**src/rtl/adc_sample_sequencer.sv**
```systemverilog
// adc_sample_sequencer
// Periodic sample scheduler for a modular ADC with Avalon-ST command and
// response streams. A free-running divider produces the sample tick. Each
// tick starts one packet of NUM_CH conversion commands on channels
// CH_BASE..CH_BASE+NUM_CH-1. Each matching response is returned as a signed,
// left-justified 16-bit sample. Overrun (tick during an active frame) and
// response timeout are reported as sticky flags.
//
// Ports
//   clk_adc_clk, reset_reset_n     : clock, async active-low reset
//   enable                         : run the tick divider (0 holds it at 0)
//   clear_flags                    : clears overrun / timeout_err
//   adc_command_*                  : Avalon-ST command source (valid/ready)
//   adc_response_*                 : Avalon-ST response sink (no backpressure)
//   sample_valid/index/data        : sample output, one-cycle valid pulse
//   frame_done                     : pulses with the last sample of a frame
//   overrun, timeout_err           : sticky error flags
module adc_sample_sequencer #(
   parameter int unsigned SAMPLE_DIV = 1024,
   parameter int unsigned NUM_CH     = 2,
   parameter int unsigned CH_BASE    = 1,
   parameter int unsigned TIMEOUT    = 255
) (
   input  logic        clk_adc_clk,
   input  logic        reset_reset_n,
   input  logic        enable,
   input  logic        clear_flags,
   output logic        adc_command_valid,
   output logic [4:0]  adc_command_channel,
   output logic        adc_command_startofpacket,
   output logic        adc_command_endofpacket,
   input  logic        adc_command_ready,
   input  logic        adc_response_valid,
   input  logic [4:0]  adc_response_channel,
   input  logic [11:0] adc_response_data,
   input  logic        adc_response_startofpacket,
   input  logic        adc_response_endofpacket,
   output logic        sample_valid,
   output logic [1:0]  sample_index,
   output logic [15:0] sample_data,
   output logic        frame_done,
   output logic        overrun,
   output logic        timeout_err
);

   localparam int unsigned CNT_W = (SAMPLE_DIV > 1) ? $clog2(SAMPLE_DIV) : 1;
   localparam int unsigned TMR_W = (TIMEOUT > 1) ? $clog2(TIMEOUT + 1) : 1;
   localparam int unsigned IDX_W = 2;

   localparam logic [CNT_W-1:0] CNT_LAST = CNT_W'(SAMPLE_DIV - 1);
   localparam logic [TMR_W-1:0] TMR_LAST = TMR_W'(TIMEOUT - 1);
   localparam logic [IDX_W-1:0] IDX_LAST = IDX_W'(NUM_CH - 1);

   typedef enum logic [1:0] {
      S_IDLE     = 2'd0,
      S_CMD      = 2'd1,
      S_WAIT_RSP = 2'd2
   } state_t;

   state_t             state_q;
   logic [CNT_W-1:0]   cnt_q, cnt_d;
   logic [TMR_W-1:0]   timer_q;
   logic [IDX_W-1:0]   idx_q;
   logic [IDX_W-1:0]   idx_nxt_c;
   logic               tick_c;
   logic               rsp_hit_c;

   // Packet framing bits of the response stream carry no extra information.
   logic unused_rsp_framing;
   assign unused_rsp_framing = adc_response_startofpacket ^ adc_response_endofpacket;

   function automatic logic [4:0] chan_of(input logic [IDX_W-1:0] idx);
      return 5'(CH_BASE) + 5'(idx);
   endfunction

   // Sample tick divider: tick on the last count, held at 0 while disabled.
   always_comb begin
      cnt_d  = '0;
      tick_c = 1'b0;
      if (enable) begin
         tick_c = (cnt_q == CNT_LAST);
         cnt_d  = tick_c ? '0 : cnt_q + CNT_W'(1);
      end
   end

   always_ff @(posedge clk_adc_clk or negedge reset_reset_n) begin
      if (!reset_reset_n) begin
         cnt_q <= '0;
      end else begin
         cnt_q <= cnt_d;
      end
   end

   assign idx_nxt_c = idx_q + IDX_W'(1);
   assign rsp_hit_c = adc_response_valid && (adc_response_channel == chan_of(idx_q));

   // Sequencer FSM with all outputs registered.
   always_ff @(posedge clk_adc_clk or negedge reset_reset_n) begin
      if (!reset_reset_n) begin
         state_q                   <= S_IDLE;
         idx_q                     <= '0;
         timer_q                   <= '0;
         adc_command_valid         <= 1'b0;
         adc_command_channel       <= '0;
         adc_command_startofpacket <= 1'b0;
         adc_command_endofpacket   <= 1'b0;
         sample_valid              <= 1'b0;
         sample_index              <= '0;
         sample_data               <= '0;
         frame_done                <= 1'b0;
         overrun                   <= 1'b0;
         timeout_err               <= 1'b0;
      end else begin
         sample_valid <= 1'b0;
         frame_done   <= 1'b0;

         // Clear first so that a same-cycle set below takes priority.
         if (clear_flags) begin
            overrun     <= 1'b0;
            timeout_err <= 1'b0;
         end

         // A tick during an active frame is dropped, not queued.
         if (tick_c && (state_q != S_IDLE)) begin
            overrun <= 1'b1;
         end

         case (state_q)
            S_IDLE: begin
               if (tick_c) begin
                  idx_q                     <= '0;
                  state_q                   <= S_CMD;
                  adc_command_valid         <= 1'b1;
                  adc_command_channel       <= chan_of('0);
                  adc_command_startofpacket <= 1'b1;
                  adc_command_endofpacket   <= (IDX_LAST == '0);
               end
            end

            // Command is held stable until the ADC accepts it.
            S_CMD: begin
               if (adc_command_ready) begin
                  adc_command_valid <= 1'b0;
                  timer_q           <= '0;
                  state_q           <= S_WAIT_RSP;
               end
            end

            // Mismatched responses are dropped; an accepted response wins
            // over a timeout occurring in the same cycle.
            S_WAIT_RSP: begin
               if (rsp_hit_c) begin
                  sample_valid <= 1'b1;
                  sample_index <= 2'(idx_q);
                  // Offset-binary to two's complement, left-justified.
                  sample_data  <= {~adc_response_data[11], adc_response_data[10:0], 4'b0000};
                  if (idx_q == IDX_LAST) begin
                     frame_done <= 1'b1;
                     state_q    <= S_IDLE;
                  end else begin
                     idx_q                     <= idx_nxt_c;
                     state_q                   <= S_CMD;
                     adc_command_valid         <= 1'b1;
                     adc_command_channel       <= chan_of(idx_nxt_c);
                     adc_command_startofpacket <= 1'b0;
                     adc_command_endofpacket   <= (idx_nxt_c == IDX_LAST);
                  end
               end else if (timer_q == TMR_LAST) begin
                  timeout_err <= 1'b1;
                  state_q     <= S_IDLE;
               end else begin
                  timer_q <= timer_q + TMR_W'(1);
               end
            end

            default: state_q <= S_IDLE;
         endcase
      end
   end

endmodule
```
**config.mk**
```make
export PLATFORM = sky130hd
export DESIGN_NAME = adc_sample_sequencer
export DESIGN_NICKNAME = d
export VERILOG_FILES = /design/src/rtl/adc_sample_sequencer.sv
export SDC_FILE = /design/constraint.sdc
export NUM_CORES = 1
export LEC_CHECK = 0
export CORE_AREA = 5 5 93 95
export DETAILED_ROUTE_END_ITERATION = 12
export DIE_AREA = 0 0 98 100
export SKIP_CTS_REPAIR_TIMING = 1
export SYNTH_ARGS = -nofsm -noshare
export SYNTH_HDL_FRONTEND = slang
export SYNTH_SLANG_ARGS = --single-unit
export TNS_END_PERCENT = 5
```
**constraint.sdc**
```tcl
create_clock -name clk_adc_clk -period 6.5 [get_ports clk_adc_clk]
set_clock_uncertainty 0.1 [all_clocks]
set_input_delay 0.975 -clock clk_adc_clk [delete_from_list [all_inputs] [get_ports clk_adc_clk]]
set_output_delay 0.975 -clock clk_adc_clk [all_outputs]
set_load 0.1 [all_outputs]
```
-- Yosys cells after proc, flatten, opt, wreduce, memory -nomap -nowiden
Index checks and enable logic that the tools add are counted.
- $add $sub $neg: 5
- multiply operators: 0
- div/mod/pow operators: 0
- order comparisons: 0
- eq/ne operators: 14
- shift operators: 0
- mux-type cells: 44
- bitwise logic cells: 1
- reduce and logical (&&, ||, !) cells: 13
- operator list (operator ; number):
    8-bit two-way mux ; 3
    1-bit two-way mux ; 22
    10-bit two-way mux ; 2
    8-bit case mux with 2 select lines ; 1
    5-bit two-way mux ; 3
    2-bit two-way mux ; 7
    2-bit != test (second input constant) ; 6
    10-bit by 1-bit adder with 10-bit output (second input constant) ; 1
    10-bit equality test (second input constant) ; 1
    5-bit case mux with 2 select lines ; 1
    8-bit by 1-bit adder with 8-bit output (second input constant) ; 1
    8-bit equality test (second input constant) ; 1
    4-bit AND reduction ; 2
    2-bit nonzero test ; 4
    1-bit by 2-bit adder with 3-bit output (first input constant) ; 2
    2-bit by 1-bit equality test with 1-bit output (second input constant) ; 3
    2-bit case mux with 3 select lines ; 1
    5-bit by 3-bit equality test with 1-bit output ; 1
    5-bit AND reduction ; 1
    1-bit case mux with 2 select lines ; 2
    2-bit case mux with 2 select lines ; 1
    3-bit != test (second input constant) ; 1
    1-bit case mux with 3 select lines ; 1
    3-bit AND reduction ; 1
    other kinds (7) ; 8
- register bits after elaboration: 48
- bits in latches: 0
- bits in writable memories: 0
- ROM bits: 0
- word-level logic and storage cells: 91
- memories kept: 0

-- Depth between registers and ports, before layout
Gate-level depths: netlist (run 1).
- word-level depth: 5
- mapped depth: 8
- gate-level depth less buffers: 6

-- Least setup slack after synthesis (run 1)
No wires, ideal clock.
- path kind: in2reg
- start: input port adc_response_channel[1]
- end: register sample_data[10]
- library setup time: 0.125 ns
- data arrival time: 2.069 ns
- data required time: 6.275 ns
- slack: 4.205 ns
- cell stages on the path: 5
- buffers on the path: 1
- cell sequence: xnor2_1 > nand4_4 > nor2_4 > buf_4 > mux2_2
- longest elaborated chain between the ends: 3
- RTL lines (element ; RTL line ; text):
    start, declared ; 34 ; input logic [4:0] adc_response_channel,
    5-bit by 3-bit equality test with 1-bit output ; 95 ; assign rsp_hit_c = adc_response_valid && (adc_response_channel == chan_of(idx_q));
    1-bit logical AND ; 95 ;
    2-bit AND reduction (no source line) ; - ;
    end signal, assigned ; 156 ; sample_data <= {~adc_response_data[11], adc_response_data[10:0], 4'b0000};
    end, declared ; 40 ; output logic [15:0] sample_data,
No other way between the ends.
A chain may end at the register's enable or synchronous reset.

-- Worst setup path in the final report (run 1)
- start: register adc_command_startofpacket
- end: output port adc_command_startofpacket
- RTL lines (element ; RTL line ; text):
    start, declared ; 30 ; output logic adc_command_startofpacket,
    start signal, assigned ; 105 ; adc_command_startofpacket <= 1'b0;
    start signal, assigned ; 135 ; adc_command_startofpacket <= 1'b1;
    start signal, assigned ; 165 ; adc_command_startofpacket <= 1'b0;
No word-level cell between the ends.

==> impl_metrics.csv, run 1 <==
group,metric,value,unit
sta,setup_viol,0,
clock_tree,h-tree-depth,2,
clock_tree,cts_sinks,46,
yosys,ys_types,36,
status,outcome,"complete, no violations",
yosys,synth.ff_latch_count,46,
sta,hold_violations,0,
sta,slew_headroom,30.8,%
setup_path,start_kind,"register",
setup_path,cp_num_buf_inv,1,
sta,max_slew.worst_pin.slew,1.04,ns
yosys,ys_seq_area_share,51.4,%
detailed_routing,drt_iter0_markers,49,
power_and_ir_drop,sw_frac_of_total,51.4,%
setup_path,crit_fanout,3,
power_and_ir_drop,seq_power_share,32.8,%
floorplanning,core-area,7650,µm²
setup_path,crit_cells,1,
sta,max_freq,346,MHz
detailed_routing,wirelength,4560,µm
clock_tree,cts_tree,"yes",
cells_and_area,layout_common_cells,"dfrtp_1, clkdlybuf4s50_1, nand2_1, mux2_2",
floorplanning,ios,55,
global_routing,grt.overflow.total,0,
placement,place_hpwl,3220,µm
clock_tree,clk_pin_slew,0.09,ns
detailed_routing,remaining_drc_errors,0,
power_and_ir_drop,p_leak,1.29,nW
setup_path,path_delay_family,"buffers and inverters",
placement,placed_cells,338,
cells_and_area,final_common_cell,"dfrtp_1",
sta,fin_crit_sh,44.5,%
clock_tree,cts_made_buffers,5,
setup_path,critical_path_required,5.42,ns
sta,rsz0062_at_grt,"false",
power_and_ir_drop,ir_drop,0.257,mV
global_routing,antenna_found_initial,0,
power_and_ir_drop,intPower,0.000638,W
setup_path,critPathArrivalTime,1.82,ns
clock_tree,cts_root_buf,"clkbuf_8",
floorplanning,die_h,100,µm
floorplanning,die_w,98,µm
cells_and_area,layout.nets,275,
cells_and_area,area_growth_syn_to_layout,27.6,%
floorplanning,start_util,29.3,%
cells_and_area,post-route-util,37.4,%
setup_path,critPathKind,"register to primary output",
cells_and_area,design_area,2860,µm²
cells_and_area,drive_gt1_share,11.1,%
global_routing,grt_max_degree,47,
min_path,min_delay_path_depth,1,
setup_path,ff2ff_path_depth,6,
sta,hold_slack,0.410,ns
power_and_ir_drop,p_sw,0.000675,W
floorplanning,die_area,9800,µm²
clock_tree,clk_path_buf_depth,2,
yosys,netlist_area,2240,µm²
detailed_routing,vias,1557,
global_routing,grt_pass1_wl,7750,µm
detailed_routing,wl_per_cell,13.2,µm
floorplanning,fp-row-count,32,
setup_path,cp_cell_sequence,"clkdlybuf4s50_1",
sta,period_needed,2.89,ns
clock_tree,insertion_delay,0.30,ns
placement,place_area,2760,µm²
sta,tns,0,ns
cells_and_area,stdcell_count,346,
detailed_routing,drtPass1Iterations,4,
power_and_ir_drop,p_per_area,460,nW/µm²
sta,slew_violations,0,
detailed_routing,via_per_inst,4.50,
global_routing,grt_pass1_vias,1626,
yosys,yosys_warnings,0,
min_path,holdCritPathClass,"register to register",
power_and_ir_drop,combPwrFrac,53.2,%
yosys,synth_cells,195,
setup_path,end_kind,"primary output",
global_routing,grtUsageTotal,9.77,%
placement,place.gp.congestion,0.795,
setup_path,critPathSlowestCell,"clkdlybuf4s50_1",
yosys,synth_area_per_cell,11.5,µm²
cells_and_area,diodes,0,
setup_path,slowest_delay,1.15,ns
detailed_routing,antenna_left,0,
job,drv_cap,0,
placement,port_buffers,46,
power_and_ir_drop,clkPwrFrac,14.0,%
flip-flops by register name, summed over array words and instances, names as in the netlist:
name                       cells
state_q                        2
sample_valid                   1
idx_q                          2
overrun                        1
adc_command_endofpacket        1
sample_index                   2
timeout_err                    1
timer_q                        8
cnt_q                         10
adc_command_valid              1
adc_command_startofpacket      1
sample_data                   12
frame_done                     1
adc_command_channel            3
power groups by stage:
stage                     Combinational (W)  Clock (W)  Sequential (W)
after floorplan                    0.000195          0        0.000785
after global placement             0.000699          0        0.000434
after detailed placement           0.000705          0        0.000437
after CTS                          0.000705   0.000194        0.000432
after global routing               0.000736   0.000205        0.000444
final                              0.000698   0.000184        0.000431
final timing paths:
path / startpoint / endpoint / slack [ns]
worst max register to register: idx_q[0] / sample_data[8] / 3.98
min in group asynchronous: reset_reset_n / sample_data[5] / 0.76
max in group asynchronous: reset_reset_n / cnt_q[5] / 4.92
worst min register to register: sample_data[14] / sample_data[14] / 0.41
worst min-delay path: sample_data[14] / sample_data[14] / 0.41
worst max-delay path: adc_command_startofpacket / adc_command_startofpacket / 3.61
metal layers:
layer / up-vias / share of wire (%) / track usage, %
met5: - / 0 / 0
met4: 0 / 0.50 / 3.62
met3: 5 / 6.2 / 2.85
met2: 49 / 49 / 16.3
met1: 741 / 45 / 12.0
li1: 762 / - / -
through the flow:
step	setup WS [ns]	total power, W
after floorplan	4.21	0.000980
after global placement	3.57	0.00113
after detailed placement	3.55	0.00114
after CTS	3.58	0.00133
after global routing	3.54	0.00138
final	3.61	0.00131
cells in the mapped netlist (all sizes together):
library cell  count  area (µm²)
dfrtp            46        1150
nand2            21        78.8
mux2             14         158
nor2             12        52.6
mux2i            11         110
nand3            11        55.1
buf               9        75.1
xnor2             8        70.1
ha                7        87.6
xor2              6        60.1
inv               5        18.8
and2              4        25.0
and3              4        25.0
nand4             4        40.0
nor3              4        20.0
o21ai             3        15.0
or3               3        18.8
a311o             2        20.0
and4              2        17.5
nand2b            2        12.5
nor2b             2        12.5
nor4b             2        17.5
o211a             2        20.0
o211ai            2        15.0
o22ai             2        12.5
a41o              1        10.0
clkbuf            1        3.75
conb              1        3.75
nand3b            1        7.51
nor3b             1        12.5
o31ai             1        7.51
or4               1        7.51
cell type report:
type,count,area [µm²]
timing repair buffer,46,455
clock inverter,2,12.5
inverter,5,18.8
tap,102,128
sequential,46,1150
multi-input combinational,139,1010
clock buffer,6,82.6
fill,775,4790
cells by family (layout without fill, tap and decap cells):
group	after synthesis	count (layout)	share of synthesized area [%]
xor+xnor	14	14	5.81
mux	25	25	11.9
simple gates	74	74	18.0
flops	46	46	51.4
other cells	1	6	0.167
fa+ha+maj	7	7	3.91
compound gates	13	13	4.47
buf+inv	15	59	4.35
Note: power is estimated with default switching activity, not from simulation.
==> run 2, diff against run 1 <==
==> constraint.sdc (replaced) <==
create_clock -name clk_adc_clk -period 3 [get_ports clk_adc_clk]
set_clock_uncertainty 0.1 [all_clocks]
set_input_delay 0.45 -clock clk_adc_clk [delete_from_list [all_inputs] [get_ports clk_adc_clk]]
set_output_delay 0.45 -clock clk_adc_clk [all_outputs]
set_load 0.1 [all_outputs]
==> run 2 against run 1 <==
Core utilization down 0.54 points. Highest routed layer unchanged. Via count up 0.26%. Non-clock buffer count up 3. Sequential share of layout area up 0.59 points. Largest cell class unchanged. Global-route usage up 0.078 points.
==> impl_metrics.csv, run 2 (synthesis gave the netlist of run 1 again) <==
group,metric,value,unit
status,outcome,"complete, no violations",
setup_path,path_delay_family,"simple AND/OR/NAND/NOR gates",
cells_and_area,top_register,"sample_data",
clock_tree,insertion_delay,0.29,ns
detailed_routing,wl_per_cell,12.8,µm
setup_path,critPathSlowestCell,"dfrtp_1",
cells_and_area,design_area,2820,µm²
global_routing,grt.overflow.total,0,
clock_tree,clk_path_buf_depth,2,
global_routing,grt_pass1_wl,7770,µm
cells_and_area,layout_common_cells,"dfrtp_1, buf_4, nand2_1, clkdlybuf4s50_1, mux2_2",
floorplanning,fp-row-count,32,
sta,hold_violations,0,
setup_path,start_kind,"register",
job,drv_cap,0,
sta,fin_crit_sh,76.6,%
setup_path,r2r_end,"sample_data[9]",
clock_tree,clk_pin_slew,0.09,ns
power_and_ir_drop,p_per_area,997,nW/µm²
setup_path,crit_fanout,15,
cells_and_area,area_growth_syn_to_layout,25.7,%
clock_tree,cts_made_buffers,5,
floorplanning,die_w,98,µm
sta,tns,0,ns
setup_path,cp_cell_sequence,"inv_1 > ha_1 > xnor2_1 > nand4_4 > nor2_4 > mux2_2",
cells_and_area,drive_gt1_share,21.5,%
sta,rsz0062_at_grt,"false",
sta,setup_viol,0,
floorplanning,ios,55,
global_routing,grt_pass1_vias,1512,
setup_path,critPathArrivalTime,2.37,ns
cells_and_area,largest_registers,"sample_data (12), cnt_q (10), timer_q (8)",
detailed_routing,vias,1561,
power_and_ir_drop,ir_drop,0.387,mV
floorplanning,core-area,7650,µm²
setup_path,end_kind,"register",
clock_tree,cts_tree,"yes",
cells_and_area,final_common_cell,"dfrtp_1",
cells_and_area,layout.nets,278,
clock_tree,cts_sinks,46,
clock_tree,h-tree-depth,2,
cells_and_area,diodes,0,
setup_path,r2r_slack,0.70,ns
detailed_routing,via_per_inst,4.47,
detailed_routing,drt_iter0_markers,48,
floorplanning,die_h,100,µm
floorplanning,start_util,29.3,%
setup_path,crit_path_end,"sample_data[9]",
cells_and_area,largest_reg_flops,12,
detailed_routing,wirelength,4480,µm
min_path,holdCritPathClass,"input port to async pin",
setup_path,critical_path_required,3.07,ns
setup_path,critPathKind,"register to register",
floorplanning,die_area,9800,µm²
placement,place.gp.congestion,0.751,
sta,slew_headroom,45.0,%
placement,port_buffers,46,
detailed_routing,antenna_left,0,
clock_tree,cts_root_buf,"clkbuf_8",
setup_path,cp_num_buf_inv,1,
power_and_ir_drop,p_total,0.00281,W
power_and_ir_drop,p_leak,1.34,nW
setup_path,r2r-start,"idx_q[1]",
global_routing,antenna_found_initial,0,
placement,place_hpwl,3300,µm
setup_path,critPathLaunch,"idx_q[1]",
global_routing,grt_max_degree,37,
setup_path,slowest_delay,0.42,ns
setup_path,ff2ff_path_depth,6,
global_routing,grtUsageTotal,9.85,%
detailed_routing,remaining_drc_errors,0,
sta,max_slew.worst_pin.slew,0.824,ns
cells_and_area,post-route-util,36.8,%
cells_and_area,stdcell_count,349,
sta,slew_violations,0,
detailed_routing,drtPass1Iterations,5,
placement,place_area,2730,µm²
sta,period_needed,2.30,ns
placement,placed_cells,341,
setup_path,crit_cells,6,
sta,max_freq,435,MHz
==> run 2: changes by cell type in the layout (fill, tap and decap cells not counted), sizes merged <==
| cell | previous run | this run |
|---|---|---|
| buf | 1 | 28 |
| clkdlybuf4s50 | 45 | 21 |
| clkbuf | 6 | 7 |
| clkinvlp | 1 | 0 |
==> run 2: where the power goes <==
| group | total (W) | internal [W] | switching [W] | leakage [nW] |
|---|---|---|---|---|
| combinational | 0.00150 | 0.000378 | 0.00112 | 0.681 |
| clock | 0.000388 | 0.000186 | 0.000202 | 0.0482 |
| sequential | 0.000920 | 0.000792 | 0.000128 | 0.614 |
==> run 2: area by class of cell <==
class	instances	area, µm²
clock buffer	7	86.3
clock inverter	1	5.00
fill	768	4830
inverter	5	18.8
multi-input combinational	139	1010
sequential	46	1150
tap	102	128
timing repair buffer	49	418
==> run 2: worst min-delay path by stage <==
stage | startpoint | end | slack, ns | depth (start not counted)
floorplan | reset_reset_n | adc_command_channel[0] | 0.05 | 0
global placement | sample_data[10] | sample_data[10] | 0.39 | 1
detailed placement | sample_data[8] | sample_data[8] | 0.40 | 1
CTS | reset_reset_n | timer_q[1] | 0.19 | 1
global route | reset_reset_n | timer_q[0] | 0.23 | 1
finish | reset_reset_n | timer_q[3] | 0.15 | 1
==> run 2: metal layers <==
layer | part of all wire [%] | track usage (%) | wire, µm | up-vias
li1 | - | - | - | 772
met1 | 45 | 13.1 | 2040 | 740
met2 | 47 | 15.8 | 2110 | 45
met3 | 6.7 | 2.99 | 300 | 4
met4 | 0.85 | 2.56 | 38 | 0
met5 | 0 | 0 | 0 | -
==> run 2: through the flow <==
| step | hold slack [ns] | setup WS, ns |
|---|---|---|
| 3_5_place_dp | 0.397 | 0.565 |
| 6_report | 0.150 | 0.703 |
| 2_1_floorplan | 0.0544 | 0.788 |
| 3_3_place_gp | 0.389 | 0.617 |
| 4_1_cts | 0.189 | 0.653 |
| 5_1_grt | 0.229 | 0.518 |
